$ cat config.mk
export PLATFORM = sky130hd
export DESIGN_NAME = egrs_spim_avmm_arbiter
export DESIGN_NICKNAME = d
export VERILOG_FILES = /design/src/rtl/egrs_spim_avmm_arbiter.sv
export SDC_FILE = /design/constraint.sdc
export NUM_CORES = 1
export LEC_CHECK = 0
export ABC_CLOCK_PERIOD_IN_PS = 5990
export CAP_MARGIN = 40
export CORE_MARGIN = 8
export CORE_UTILIZATION = 37
export DETAILED_ROUTE_END_ITERATION = 8
export GPL_ROUTABILITY_DRIVEN = 0
export PLACE_DENSITY_LB_ADDON = 0.25
export SLEW_MARGIN = 20
export SYNTH_ARGS = -nofsm -noshare
export SYNTH_HDL_FRONTEND = slang
export SYNTH_SLANG_ARGS = --single-unit
$ cat constraint.sdc
create_clock -name clk -period 5.99 [get_ports clk]
set_input_delay 1.198 -clock clk [delete_from_list [all_inputs] [get_ports clk]]
set_output_delay 1.198 -clock clk [all_outputs]
set_load 0.05 [all_outputs]
$ cat src/rtl/egrs_spim_avmm_arbiter.sv
// rtl/egrs_spim_avmm_arbiter.sv - two-requester burst-aware AVMM arbiter for the egress SPI master port
module egrs_spim_avmm_arbiter #(
  parameter int ADDR_WIDTH = 10,
  parameter int DATA_WIDTH = 32,
  parameter int BRST_WIDTH = 7,
  parameter int RD_TIMEOUT = 1023,
  parameter int CNT_WIDTH  = 10
) (
  input  logic                  clk,
  input  logic                  reset,
  input  logic [ADDR_WIDTH-1:0] m0_addr,
  input  logic                  m0_write,
  input  logic                  m0_read,
  input  logic [BRST_WIDTH-1:0] m0_burstcnt,
  input  logic [DATA_WIDTH-1:0] m0_wrdata,
  output logic [DATA_WIDTH-1:0] m0_rddata,
  output logic                  m0_rddvld,
  output logic                  m0_waitreq,
  input  logic [ADDR_WIDTH-1:0] m1_addr,
  input  logic                  m1_write,
  input  logic                  m1_read,
  input  logic [BRST_WIDTH-1:0] m1_burstcnt,
  input  logic [DATA_WIDTH-1:0] m1_wrdata,
  output logic [DATA_WIDTH-1:0] m1_rddata,
  output logic                  m1_rddvld,
  output logic                  m1_waitreq,
  output logic [ADDR_WIDTH-1:0] s_addr,
  output logic                  s_write,
  output logic                  s_read,
  output logic [BRST_WIDTH-1:0] s_burstcnt,
  output logic [DATA_WIDTH-1:0] s_wrdata,
  input  logic [DATA_WIDTH-1:0] s_rddata,
  input  logic                  s_rddvld,
  input  logic                  s_waitreq,
  output logic                  grant_id,
  output logic                  busy,
  output logic                  rd_timeout_err
);

  typedef enum logic [2:0] {
    ST_IDLE,
    ST_ARB_WR,
    ST_WR_BURST,
    ST_ARB_RD,
    ST_RD_DATA
  } state_t;

  state_t                r_state, w_state_nxt;
  logic                  r_last_grant, w_last_grant_nxt;
  logic                  r_grant_id, w_grant_id_nxt;
  logic [BRST_WIDTH-1:0] r_beat_cnt, w_beat_cnt_nxt;
  logic [BRST_WIDTH-1:0] r_rd_cnt, w_rd_cnt_nxt;
  logic [CNT_WIDTH-1:0]  r_wd_cnt, w_wd_cnt_nxt;

  logic                  w_own_write, w_own_read;
  logic [ADDR_WIDTH-1:0] w_own_addr;
  logic [BRST_WIDTH-1:0] w_own_burst, w_own_burst_eff;
  logic [DATA_WIDTH-1:0] w_own_wrdata;
  logic                  w_wr_phase, w_rd_cmd, w_rd_data, w_cmd_phase, w_active;
  logic                  w_wr_acc, w_rd_acc, w_timeout;
  logic                  w_req0, w_req1, w_winner, w_win_write;

  // Owner mux: everything sent to the slave comes from the registered grant holder.
  assign w_own_write  = r_grant_id ? m1_write    : m0_write;
  assign w_own_read   = r_grant_id ? m1_read     : m0_read;
  assign w_own_addr   = r_grant_id ? m1_addr     : m0_addr;
  assign w_own_burst  = r_grant_id ? m1_burstcnt : m0_burstcnt;
  assign w_own_wrdata = r_grant_id ? m1_wrdata   : m0_wrdata;
  // A zero burstcount is a single-beat transfer.
  assign w_own_burst_eff = (w_own_burst == '0) ? BRST_WIDTH'(1) : w_own_burst;

  assign w_wr_phase  = (r_state == ST_ARB_WR) || (r_state == ST_WR_BURST);
  assign w_rd_cmd    = (r_state == ST_ARB_RD);
  assign w_rd_data   = (r_state == ST_RD_DATA);
  assign w_cmd_phase = w_wr_phase || w_rd_cmd;
  assign w_active    = (r_state != ST_IDLE);

  // Slave strobes only depend on requester inputs once a grant state is registered.
  assign s_write    = w_wr_phase & w_own_write;
  assign s_read     = w_rd_cmd & w_own_read;
  assign s_addr     = w_active ? w_own_addr   : '0;
  assign s_burstcnt = w_active ? w_own_burst  : '0;
  assign s_wrdata   = w_active ? w_own_wrdata : '0;

  assign m0_waitreq = (w_cmd_phase && !r_grant_id) ? s_waitreq : 1'b1;
  assign m1_waitreq = (w_cmd_phase &&  r_grant_id) ? s_waitreq : 1'b1;
  assign m0_rddata  = s_rddata;
  assign m1_rddata  = s_rddata;
  assign m0_rddvld  = w_rd_data & !r_grant_id & s_rddvld;
  assign m1_rddvld  = w_rd_data &  r_grant_id & s_rddvld;

  assign w_wr_acc  = s_write & !s_waitreq;
  assign w_rd_acc  = s_read & !s_waitreq;
  // A beat arriving on the expiry cycle still counts, so it wins over the abort.
  assign w_timeout = w_rd_data & !s_rddvld & (r_wd_cnt == CNT_WIDTH'(RD_TIMEOUT));

  assign grant_id       = r_grant_id;
  assign busy           = w_active;
  assign rd_timeout_err = w_timeout;

  assign w_req0      = m0_write | m0_read;
  assign w_req1      = m1_write | m1_read;
  assign w_winner    = (w_req0 && w_req1) ? !r_last_grant : w_req1;
  assign w_win_write = w_winner ? m1_write : m0_write;

  // Next-state logic: arbitration, burst beat counting and read watchdog.
  always_comb begin
    w_state_nxt      = r_state;
    w_last_grant_nxt = r_last_grant;
    w_grant_id_nxt   = r_grant_id;
    w_beat_cnt_nxt   = r_beat_cnt;
    w_rd_cnt_nxt     = r_rd_cnt;
    w_wd_cnt_nxt     = r_wd_cnt;
    case (r_state)
      ST_IDLE: begin
        if (w_req0 || w_req1) begin
          w_grant_id_nxt = w_winner;
          w_state_nxt    = w_win_write ? ST_ARB_WR : ST_ARB_RD;
        end
      end
      ST_ARB_WR: begin
        if (w_wr_acc) begin
          if (w_own_burst_eff == BRST_WIDTH'(1)) begin
            w_state_nxt      = ST_IDLE;
            w_last_grant_nxt = r_grant_id;
          end else begin
            w_beat_cnt_nxt = w_own_burst_eff - BRST_WIDTH'(1);
            w_state_nxt    = ST_WR_BURST;
          end
        end
      end
      ST_WR_BURST: begin
        if (w_wr_acc) begin
          w_beat_cnt_nxt = r_beat_cnt - BRST_WIDTH'(1);
          if (r_beat_cnt == BRST_WIDTH'(1)) begin
            w_state_nxt      = ST_IDLE;
            w_last_grant_nxt = r_grant_id;
          end
        end
      end
      ST_ARB_RD: begin
        if (w_rd_acc) begin
          w_rd_cnt_nxt = w_own_burst_eff;
          w_wd_cnt_nxt = '0;
          w_state_nxt  = ST_RD_DATA;
        end
      end
      ST_RD_DATA: begin
        if (s_rddvld) begin
          w_rd_cnt_nxt = r_rd_cnt - BRST_WIDTH'(1);
          w_wd_cnt_nxt = '0;
          if (r_rd_cnt == BRST_WIDTH'(1)) begin
            w_state_nxt      = ST_IDLE;
            w_last_grant_nxt = r_grant_id;
          end
        end else if (w_timeout) begin
          w_state_nxt      = ST_IDLE;
          w_last_grant_nxt = r_grant_id;
        end else begin
          w_wd_cnt_nxt = r_wd_cnt + CNT_WIDTH'(1);
        end
      end
      default: w_state_nxt = ST_IDLE;
    endcase
  end

  // State register; reset drops any partial burst immediately.
  always_ff @(posedge clk) begin
    if (reset) begin
      r_state      <= ST_IDLE;
      r_last_grant <= 1'b1;
      r_grant_id   <= 1'b0;
      r_beat_cnt   <= '0;
      r_rd_cnt     <= '0;
      r_wd_cnt     <= '0;
    end else begin
      r_state      <= w_state_nxt;
      r_last_grant <= w_last_grant_nxt;
      r_grant_id   <= w_grant_id_nxt;
      r_beat_cnt   <= w_beat_cnt_nxt;
      r_rd_cnt     <= w_rd_cnt_nxt;
      r_wd_cnt     <= w_wd_cnt_nxt;
    end
  end

endmodule

## Word level (Yosys, flattened, before mapping)

Cells that the tools add are included.

- Add/subtract/negate cells: 4
- Equality and inequality tests: 19
- Mux-type cells: 43
- Bitwise operators: 12
- Reductions and logical operators: 22

Operators with widths:

| cell | number |
|---|---|
| 32-bit two-way mux | 2 |
| 7-bit two-way mux | 8 |
| 10-bit two-way mux | 5 |
| 7-bit case mux with 2 select lines | 2 |
| 3-bit two-way mux | 8 |
| 7-bit by 1-bit equality test with 1-bit output (second input constant) | 3 |
| 7-bit by 1-bit subtractor with 7-bit output (second input constant) | 3 |
| 10-bit case mux with 2 select lines | 1 |
| 3-bit case mux with 5 select lines | 1 |
| 7-bit AND reduction | 2 |
| 1-bit two-way mux | 13 |
| 10-bit by 1-bit adder with 10-bit output (second input constant) | 1 |
| 1-bit AND | 10 |
| 10-bit equality test (second input constant) | 1 |
| 2-bit != test (second input constant) | 5 |
| 7-bit zero test | 1 |
| 3-bit by 2-bit equality test with 1-bit output (second input constant) | 2 |
| 2-bit by 1-bit != test with 1-bit output (second input constant) | 3 |
| 3-bit != test (second input constant) | 2 |
| 3-bit AND reduction | 2 |
| 3-bit nonzero test | 2 |
| 1-bit zero test | 4 |
| 2-bit two-way mux | 2 |
| 4-bit AND reduction | 1 |
| other kinds (10) | 16 |

- Flip-flop bits (word level): 29
- Input port bits: 138
- Output and inout bits: 122
- Logic and storage cells: 106

## Logic depth before layout (Yosys ltp)

- Word-level depth: 7
- Gate-level depth with buffers: 11

## Worst setup path before layout

OpenSTA, ideal clock, no wires.

- Kind: input to output
- Start point: input s_rddvld
- End point: output rd_timeout_err
- Arrival: 2,932 ps
- Data required time: 4,792 ps
- Setup slack: 1,860 ps
- Stages: 2
- Path buffers: 0
- Path through: nand2b_1 -> nor4_1

- Word-level cells in the longest chain between the ends: 3

RTL lines:

| element | RTL line | source |
|---|---|---|
| start, declared | 33 | `input logic s_rddvld,` |
| 1-bit zero test | 95 | `assign w_timeout = w_rd_data & !s_rddvld & (r_wd_cnt == CNT_WIDTH'(RD_TIMEOUT));` |
| 1-bit AND (2 in a row) | 95 |  |
| end, declared | 37 | `output logic rd_timeout_err` |

Every way passes these cells.

## Worst setup path in the final report

- Start point: input s_rddvld
- End point: output m0_rddvld

- Word-level cells in the longest chain between the ends: 1

RTL lines:

| element | RTL line | source |
|---|---|---|
| 1-bit AND | 89 | `assign m0_rddvld = w_rd_data & !r_grant_id & s_rddvld;` |
| end, declared | 17 | `output logic m0_rddvld,` |

Every way passes these cells.

==> results.yml <==
worst_setup_path:
  cp_slowest_cell: "clkdlybuf4s50_1"
  r2r-end: "r_beat_cnt[0]"
  worst-path-max-fanout: 6
  rr_startpoint: "grant_id"
  critPathBufInv: 2
  timing.critical_path.mode_cell: "clkdlybuf4s50_1"
  startpoint: "s_rddvld"
  cpLargestDelayFamily: "buffers and inverters"
  worstPathCellList: "clkdlybuf4s50_1, or4bb_1, nor2_1, clkdlybuf4s50_1"
  r2r_cells: 11
  worst_ep_arrival_time_ns: 3.41
  worstPathRequired_ns: 4.79
  crit_end: "m0_rddvld"
  cp-end-kind: "primary output"
  rrSetupSlack_ns: 2.91
  worstSetupPathType: "in -> out"
  crit_path_max_incr_delay_ns: 0.83
  cp.depth: 4
  start_kind: "input pin"
worst_hold_path:
  hp-class: "reg -> reg"
logic_synthesis:
  netlist_top_cells_count: "nor2_1 (76), buf_4 (65), mux2i_1 (53)"
  synth_compound_area_share_pct: 18.4
  synth_top_family_by_area: "simple AND/OR/NAND/NOR gates"
  async_reset_ff_share_pct: 0
  post_synth_xor_area_fraction_pct: 2.07
  yosysSeqAreaShare_pct: 17.2
  ys_types: 66
  synth_edf_count: 0
  synth_area_leaders: "dfxtp_1 (17%), mux2i_1 (16%), buf_4 (14%)"
  syn_nets: 603
  synthAdderAreaFrac_pct: 2.59
  yosysTopAreaCell: "dfxtp_1"
  synthFlopType: "dfxtp_1"
  synth_mux_area_share_pct: 16.0
  syn_area_um2: 3380
  synth.avg_cell_area_um2: 7.37
  syn-instance-count: 458
  ys_warn_count: 0
  synth_top_area_share_pct: 17.2
  synth-simple-area-share_pct: 25.3
  synth_seq_cells: 29
  synth.most_common_cell: "nor2_1"
job:
  maxCapViolCount: 0
routing:
  viasPerCell: 5.57
  dr.pass1.iters: 5
  route.detailed.drc: 0
  ant_nets: 0
  vias: 3651
  wl_um: 13200
  drt_iter0_markers: 336
  post_drt_wl_per_cell_um: 20.1
sta:
  fin_hold_ws_ns: 0.466
  setup_violations: 0
  fmax_ghz: 0.217
  fin_crit_sh_pct: 77.0
  setup_tns_ns: 0
  slew_violations: 0
  fin_ws_ns: 1.38
  finalHoldViolations: 0
  finalClockSkew_ns: 0.00206
  maxSlewHeadroom_pct: 38.6
  rsz0062_at_grt: "false"
  fin_crit_ns: 4.61
  worst_pin_slew_ns: 0.920
layout:
  fin_util_pct: 52.4
  drive_above_1_share_pct: 5.50
  diodes: 0
  area_growth_pct: 40.8
  fin_cells: 656
  nets: 689
  fillCellCount: 850
  final_cell_area_um2: 4750
die:
  ios: 260
  initial_core_util_pct: 37.3
  fp.dieW_um: 112
  core-area_um2: 9060
  chipHeight_um: 112
  dieArea_um2: 12400
  fp-row-count: 35
clock_network:
  clkTransAtPathRegs_ns: 0.07
  root_buffer: "clkbuf_8"
  cts.hold.buffers_added: 0
  post_cts_buffers: 0
  h-tree-depth: 2
  cts_resized: 0
  cts_buffers: 5
  clock_sinks: 29
  cts_tree: "yes"
  clockBufferDepth: 2
  insertion_delay_ns: 0.29
power_and_ir_drop:
  power_density_nw_per_um2: 422
  ir_drop_mv: 0.355
  p_leak_nw: 1.65
  power_mw: 2.00
grt:
  antenna_found_initial: 0
  grt_usage_pct: 20.2
  grt_pass1_vias: 3420
  grt.overflow.total: 0
  grt_pass1_wl_um: 20300
  grt_max_degree: 52
run_status:
  status: "completed"
place:
  pre_cts_ws_ns: 1.41
  port_buffers: 163
  dpl-instance-area_um2: 4620
  place_hpwl_um: 10600
  place_inst: 648
-- cells in the final DEF (no fill, tap or decap), types with 3 or more instances in the layout --
| cell type | Yosys | routed |
|---|---|---|
| xnor2_1 | 8 | 8 |
| o211ai_1 | 3 | 3 |
| nand2_1 | 31 | 31 |
| o31a_1 | 3 | 3 |
| clkdlybuf4s50_1 | 0 | 163 |
| mux2i_1 | 53 | 53 |
| inv_1 | 11 | 11 |
| or2_2 | 3 | 3 |
| nor4_1 | 9 | 9 |
| nand3_1 | 11 | 11 |
| a21oi_1 | 23 | 23 |
| or3b_1 | 3 | 3 |
| nand4_1 | 5 | 5 |
| nand2b_1 | 3 | 3 |
| clkbuf_8 | 0 | 5 |
| or3_1 | 6 | 6 |
| nor2b_1 | 4 | 4 |
| o21ai_0 | 16 | 16 |
| nor2_1 | 76 | 76 |
| dfxtp_1 | 29 | 28 |
| ha_1 | 7 | 7 |
| and3_1 | 3 | 3 |
| buf_4 | 65 | 3 |
| o21ai_1 | 3 | 3 |
| nor3_1 | 9 | 8 |
-- logic make-up (layout without fill, tap and decap cells) --
family	after synthesis	count (layout)
XOR/XNOR	8	8
flip-flops	29	29
AO/OA/AOI/OAI	85	85
AND/OR/NAND/NOR	176	176
buffers and inverters	99	186
adder cells (fa/ha/maj)	7	7
multiplexers	54	54
-- worst reg2reg max path, stage by stage, from the launching register on --
cell	delay (ns)
dfxtp_4	0.57
buf_16	0.31
or4_1	0.25
nand2_1	0.14
a21boi_1	0.49
inv_1	0.10
ha_1	0.20
inv_1	0.09
a221oi_4	0.06
o21bai_2	0.33
o211ai_1	0.17
a221oi_2	0.29
-- how the worst min path moves through the flow --
stage | startpoint | to | depth (start not counted)
4_1_cts | r_rd_cnt[1] | r_rd_cnt[1] | 2
3_3_place_gp | r_rd_cnt[1] | r_rd_cnt[1] | 2
3_5_place_dp | r_rd_cnt[1] | r_rd_cnt[1] | 2
5_1_grt | r_rd_cnt[1] | r_rd_cnt[1] | 2
2_1_floorplan | r_rd_cnt[1] | r_rd_cnt[1] | 2
6_report | r_rd_cnt[1] | r_rd_cnt[1] | 2
-- layout make-up --
type | instances | area (µm²) | share of cell area [%]
multi-input combinational | 330 | 2180 | 45.8
timing repair buffer | 167 | 1680 | 35.4
sequential | 29 | 584 | 12.3
tap | 111 | 139 | 2.92
clock buffer | 6 | 93.8 | 1.97
inverter | 11 | 41.3 | 0.869
clock inverter | 2 | 35.0 | 0.737
-- registers in the layout, summed over array words and instances (netlist names) --
signal,flops
r_last_grant,1
r_state,3
r_rd_cnt,7
r_wd_cnt,10
grant_id,1
r_beat_cnt,7
-- layer usage --
| metal | routed length (µm) | global-route usage [%] | vias to the layer above |
|---|---|---|---|
| met1 | 5710 | 25.4 | 1732 |
| met3 | 1210 | 7.25 | 14 |
| met4 | 89 | 3.83 | 0 |
| met2 | 6210 | 32.5 | 175 |
| li1 | - | - | 1730 |
| met5 | 0 | 0 | - |
-- report_power, final --
part / switching, mW / internal (mW) / leakage [nW]
combinational: 0.999 / 0.509 / 1.34
sequential: 0.0486 / 0.214 / 0.235
clock: 0.0844 / 0.148 / 0.0663
Note: power is estimated with default switching activity, not from simulation.
==> RTL change 1 (same settings) <==
`BRST_WIDTH`: 7 -> 14.
--- a/src/rtl/egrs_spim_avmm_arbiter.sv
+++ b/src/rtl/egrs_spim_avmm_arbiter.sv
@@ -2,7 +2,7 @@
 module egrs_spim_avmm_arbiter #(
   parameter int ADDR_WIDTH = 10,
   parameter int DATA_WIDTH = 32,
-  parameter int BRST_WIDTH = 7,
+  parameter int BRST_WIDTH = 14,
   parameter int RD_TIMEOUT = 1023,
   parameter int CNT_WIDTH  = 10
 ) (
Ports: changed (resized m0_burstcnt, m1_burstcnt and s_burstcnt); port bits go from 260 to 281. No check against the original RTL was run, so the function may have changed too.
==> RTL change 1 against the original RTL <==
Routed wire length grew 21%; worst setup slack lost 0.0079 ns; sequential power grew 46%; synthesized area grew 31%; final area grew 27%; total power grew 23%; sequential cell count grew 14; utilization shrank 1.5 points; critical endpoint is now rd_timeout_err; largest cell class unchanged.
==> RTL change 1: results (changes against the original RTL) <==
Parameter                              Value

Timing
  Slew @ Worst Pin ... 0.7652 ns (-0.1544 ns)
  Clock Skew ... 0.005956 ns (+0.003895 ns)
  Post-route worst hold slack ... 0.4563 ns (-0.01009 ns)

Drt
  Detail Route met2 WL ... 8316 um (+34%)
  Drt wl/cell ... 18.62 um (-7.6%)
  Detailed-route wire length on metal 1 ... 5785 um (+1.2%)
  DR iter-0 viols ... 360 (+7.1%)
  Met3 wire len ... 1511 um (+25%)
  Drt pass-1 iters ... 7 (+2)
  Uppermost layer routed ... met4
  Drt via density ... 5.589 (+0.42%)

Hold path
  Startpoint of the tightest hold check path ... r_rd_cnt[9]$_SDFFE_PP0P_
  Hold endpoint ... r_rd_cnt[9]$_SDFFE_PP0P_

Layout
  Total Nets Final ... 865 (+26%)
  Leading registers by flop count ... r_beat_cnt: 14 flops, r_rd_cnt: 14 flops, r_wd_cnt: 10 flops
  Count of inserted antenna diode cells ... 0 (unchanged)
  Layout cell share with drive strength beyond 1 ... 0.05642 (+0.001372)
  Number of filler instances in the final layout ... 1143 (+34%)

Global routing
  First-pass GRT wire length ... 25160 um (+24%)
  Met2 Resource Use GR ... 0.3636 (+0.03879)
  Overall track demand over capacity in global routing ... 0.1942 (-0.007871)
  Fraction of met1 tracks used by global routing ... 0.1971 (-0.05712)
  Vias in the first global route ... 4741 (+39%)
  Pin count of the biggest net entering global routing ... 56 (+7.7%)
  Met3 Usage GRT ... 0.06332 (-0.009187)
  Initial antenna violation count ... 0 (unchanged)

Power and ir drop
  Leakage power figure ... 0.002083 uW (+27%)
  Maximum ir drop on the vdd rail ... 355.1 uV (about the same)
  Net switching power figure ... 1332 uW (+18%)

Synth
  Xor and xnor area share after synthesis ... 0.01581 (-0.004943)
  Sequential cell area fraction in the yosys report ... 0.1942 (+0.02227)
  Synth area leaders ... sky130_fd_sc_hd__dfxtp_1 (19%), sky130_fd_sc_hd__mux2i_1 (12%), sky130_fd_sc_hd__buf_4 (11%)
  Compound-gate portion of the synthesized area ... 0.1981 (+0.01437)
  Synthesized Nets ... 769 (+28%)
  Unique masters post-synth ... 68 (+3.0%)
  Adder-Cell Fraction of Synth Area ... 0.01411 (-0.01182)
  Most common library cells after synthesis ... sky130_fd_sc_hd__nor2_1 (102), sky130_fd_sc_hd__buf_4 (65), sky130_fd_sc_hd__mux2i_1 (55)
  Mux share of post-synthesis cell area ... 0.1434 (-0.01705)

Clock network
  Cells resized by post-CTS repair ... 0 (unchanged)
  Clock Tree Root ... sky130_fd_sc_hd__clkbuf_16
  Clock Tree Buf Depth ... 2 (unchanged)

Critical path
  Worst reg2reg endpoint ... r_beat_cnt[9]$_SDFFE_PP0P_
  Number of cell instances on the worst register-to-register path ... 8 (-3)
  Timing endpoint of the critical path ... rd_timeout_err
  Worst reg2reg setup slack ... 2.86 ns (-0.05 ns)
  Highest net fanout along the worst path ... 5 (-1)
  Delay of the slowest cell on the worst path ... 0.87 ns (+0.04 ns)

Placed design
  Placed wire-length estimate after detailed placement ... 13070 um (+23%)

Run status
  Run status ... complete, no violations
==> RTL change 1: cell types whose count changed in the layout (fill, tap and decap cells not counted), moves of 10 or more <==
cell	unedited run	this run
sky130_fd_sc_hd__nor2_1	76	102
sky130_fd_sc_hd__a21oi_1	23	42
sky130_fd_sc_hd__dfxtp_1	28	42
sky130_fd_sc_hd__o21ai_0	16	32
sky130_fd_sc_hd__and3_1	3	13
sky130_fd_sc_hd__clkdlybuf4s50_1	163	184
==> RTL change 1: cell type report <==
| type | instances | area [sq um] | share of cell area |
|---|---|---|---|
| multi-input cells | 456 | 2879 | 0.4761 |
| repair buffers | 191 | 1914 | 0.3166 |
| flip-flops and latches | 43 | 864.6 | 0.1430 |
| well taps | 147 | 183.9 | 0.03042 |
| clock buffers | 6 | 150.1 | 0.02483 |
| inverters | 11 | 41.29 | 0.006828 |
| clock inverters | 2 | 13.76 | 0.002276 |
==> RTL change 1: power groups by stage <==
stage,Clock [uW],Combinational [uW],Sequential (uW)
2_1_floorplan,0,1350,371
3_3_place_gp,0,1730,430
3_5_place_dp,0,1740,431
4_1_cts,299,1750,425
5_1_grt,312,1910,393
6_report,293,1790,385
==> RTL change 1: kinds of logic after synthesis <==
group                      Yosys count
AOI/OAI and AO/OA                  137
adders and majority gates            5
and+or+nand+nor                    244
DFF                                 43
xor gates and xnor gates             8
buffers and inverters              113
muxes                               62
==> RTL change 1: per-stage QoR <==
stage / total power, uW / std cells / util / setup WS (ns) / area (sq um)
after global routing: 2611 / 856 / 0.5098 / 1.305 / 6047
after global placement: 2156 / 845 / 0.4924 / 1.404 / 5841
after floorplan: 1725 / 612 / - / 2.075 / 4433
after detailed placement: 2169 / 847 / 0.4937 / 1.375 / 5856
final: 2472 / 856 / 0.5098 / 1.372 / 6047
after CTS: 2472 / 855 / 0.5075 / 1.359 / 6020
==> RTL change 2 (config.mk and constraints unchanged) <==
Without the edit above. Register the output `rd_timeout_err`, without a reset; this adds one clock of latency there. The other outputs are not delayed to match.
--- a/src/rtl/egrs_spim_avmm_arbiter.sv
+++ b/src/rtl/egrs_spim_avmm_arbiter.sv
@@ -96,7 +96,9 @@
 
   assign grant_id       = r_grant_id;
   assign busy           = w_active;
-  assign rd_timeout_err = w_timeout;
+  always_ff @(posedge clk) begin
+    rd_timeout_err <= w_timeout;
+  end
 
   assign w_req0      = m0_write | m0_read;
   assign w_req1      = m1_write | m1_read;
Check against the original RTL: same outputs for any inputs over 4 cycles, from zero or initial values and one cycle with reset high; that may be too few to reach the edited logic, so the function may still have changed.
==> RTL change 2 against the original RTL <==
Register-to-register slack better by 0.26 ns; sequential share of layout area increased by 0.66 points; worst setup slack better by 0.073 ns; routed wire length down 9.7%; final area fell by 1.8%; critical path depth is the same; cell count shrank 2.3%; total power is 8.9% lower; utilization increased by 1.1 points; global-route usage shrank 2.0 points; clock skew rose by 0.0025 ns; first-iteration DRC count decreased by 43%; sequential cell count up 1; synthesized area fell by 1.4%; largest power group unchanged.
==> RTL change 2: results (changes against the original RTL) <==
Parameter                              Value

Hold path
  Hold endpoint ... r_rd_cnt[4]$_SDFFE_PP0P_
  Startpoint of the tightest hold check path ... r_rd_cnt[4]$_SDFFE_PP0P_

Drt
  Drt pass-1 iters ... 4 (-1)
  Detail Route met2 WL ... 6013 um (-3.1%)
  Drt via density ... 5.289 (-5.0%)
  Drt wl/cell ... 18.62 um (-7.6%)

Placed design
  Placed wire-length estimate after detailed placement ... 9641 um (-8.9%)
  Worst setup timing slack at the placement stage ... 1.456 ns (+0.04165 ns)

Timing
  Worst slew margin relative to its limit ... 0.4550 (+0.06941)
  Clock Skew ... 0.004533 ns (+0.002472 ns)

Power and ir drop
  Seq pwr share ... 0.153 (+0.022)
  Logic gate share of total power ... 0.751 (-0.002)
  Sequential Power ... 280 uW (+6%)

Global routing
  Met3 Usage GRT ... 0.04978 (-0.02273)
  Fraction of met1 tracks used by global routing ... 0.2105 (-0.04372)
  Overall track demand over capacity in global routing ... 0.1821 (-0.01999)
  Pin count of the biggest net entering global routing ... 37 (-29%)
  Met2 Resource Use GR ... 0.3207 (-0.004101)

Synth
  Sequential cell area fraction in the yosys report ... 0.1804 (+0.008468)
  Avg Synthesized Cell Area ... 7.482 sq um (+1.5%)
  Synthesized Nets ... 590 (-2.2%)
  Unique masters post-synth ... 62 (-6.1%)

Layout
  Post-layout instance area ... 0.004667 sq mm (-1.8%)

Critical path
  Worst reg2reg setup slack ... 3.17 ns (+0.26 ns)
  Worst reg2reg endpoint ... r_beat_cnt[4]$_SDFFE_PP0P_

Run status
  Run status ... complete, no violations
[RTL change 2: worst max path at each step]
stage	startpoint	to	cells after the start
floorplan	m0_read	s_read	2
global placement	s_rddvld	m0_rddvld	4
detailed placement	s_rddvld	m0_rddvld	4
CTS	s_rddvld	m0_rddvld	4
global route	s_rddvld	m0_rddvld	4
finish	s_rddvld	m0_rddvld	4
[RTL change 2: area by class of cell]
| class | instances | share of cell area |
|---|---|---|
| clock buffers | 7 | 0.01850 |
| clock inverters | 1 | 0.001072 |
| inverters | 13 | 0.01046 |
| multi-input cells | 314 | 0.4458 |
| flip-flops and latches | 30 | 0.1295 |
| well taps | 108 | 0.02895 |
| repair buffers | 168 | 0.3657 |
[RTL change 2: kinds of logic after synthesis]
family / after synthesis / share of synthesized area
xor+xnor: 7 / 0.01841
flops: 30 / 0.1804
compound gates: 76 / 0.1597
buf+inv: 101 / 0.2003
fa+ha+maj: 7 / 0.02630
mux: 54 / 0.1646
simple gates: 170 / 0.2503
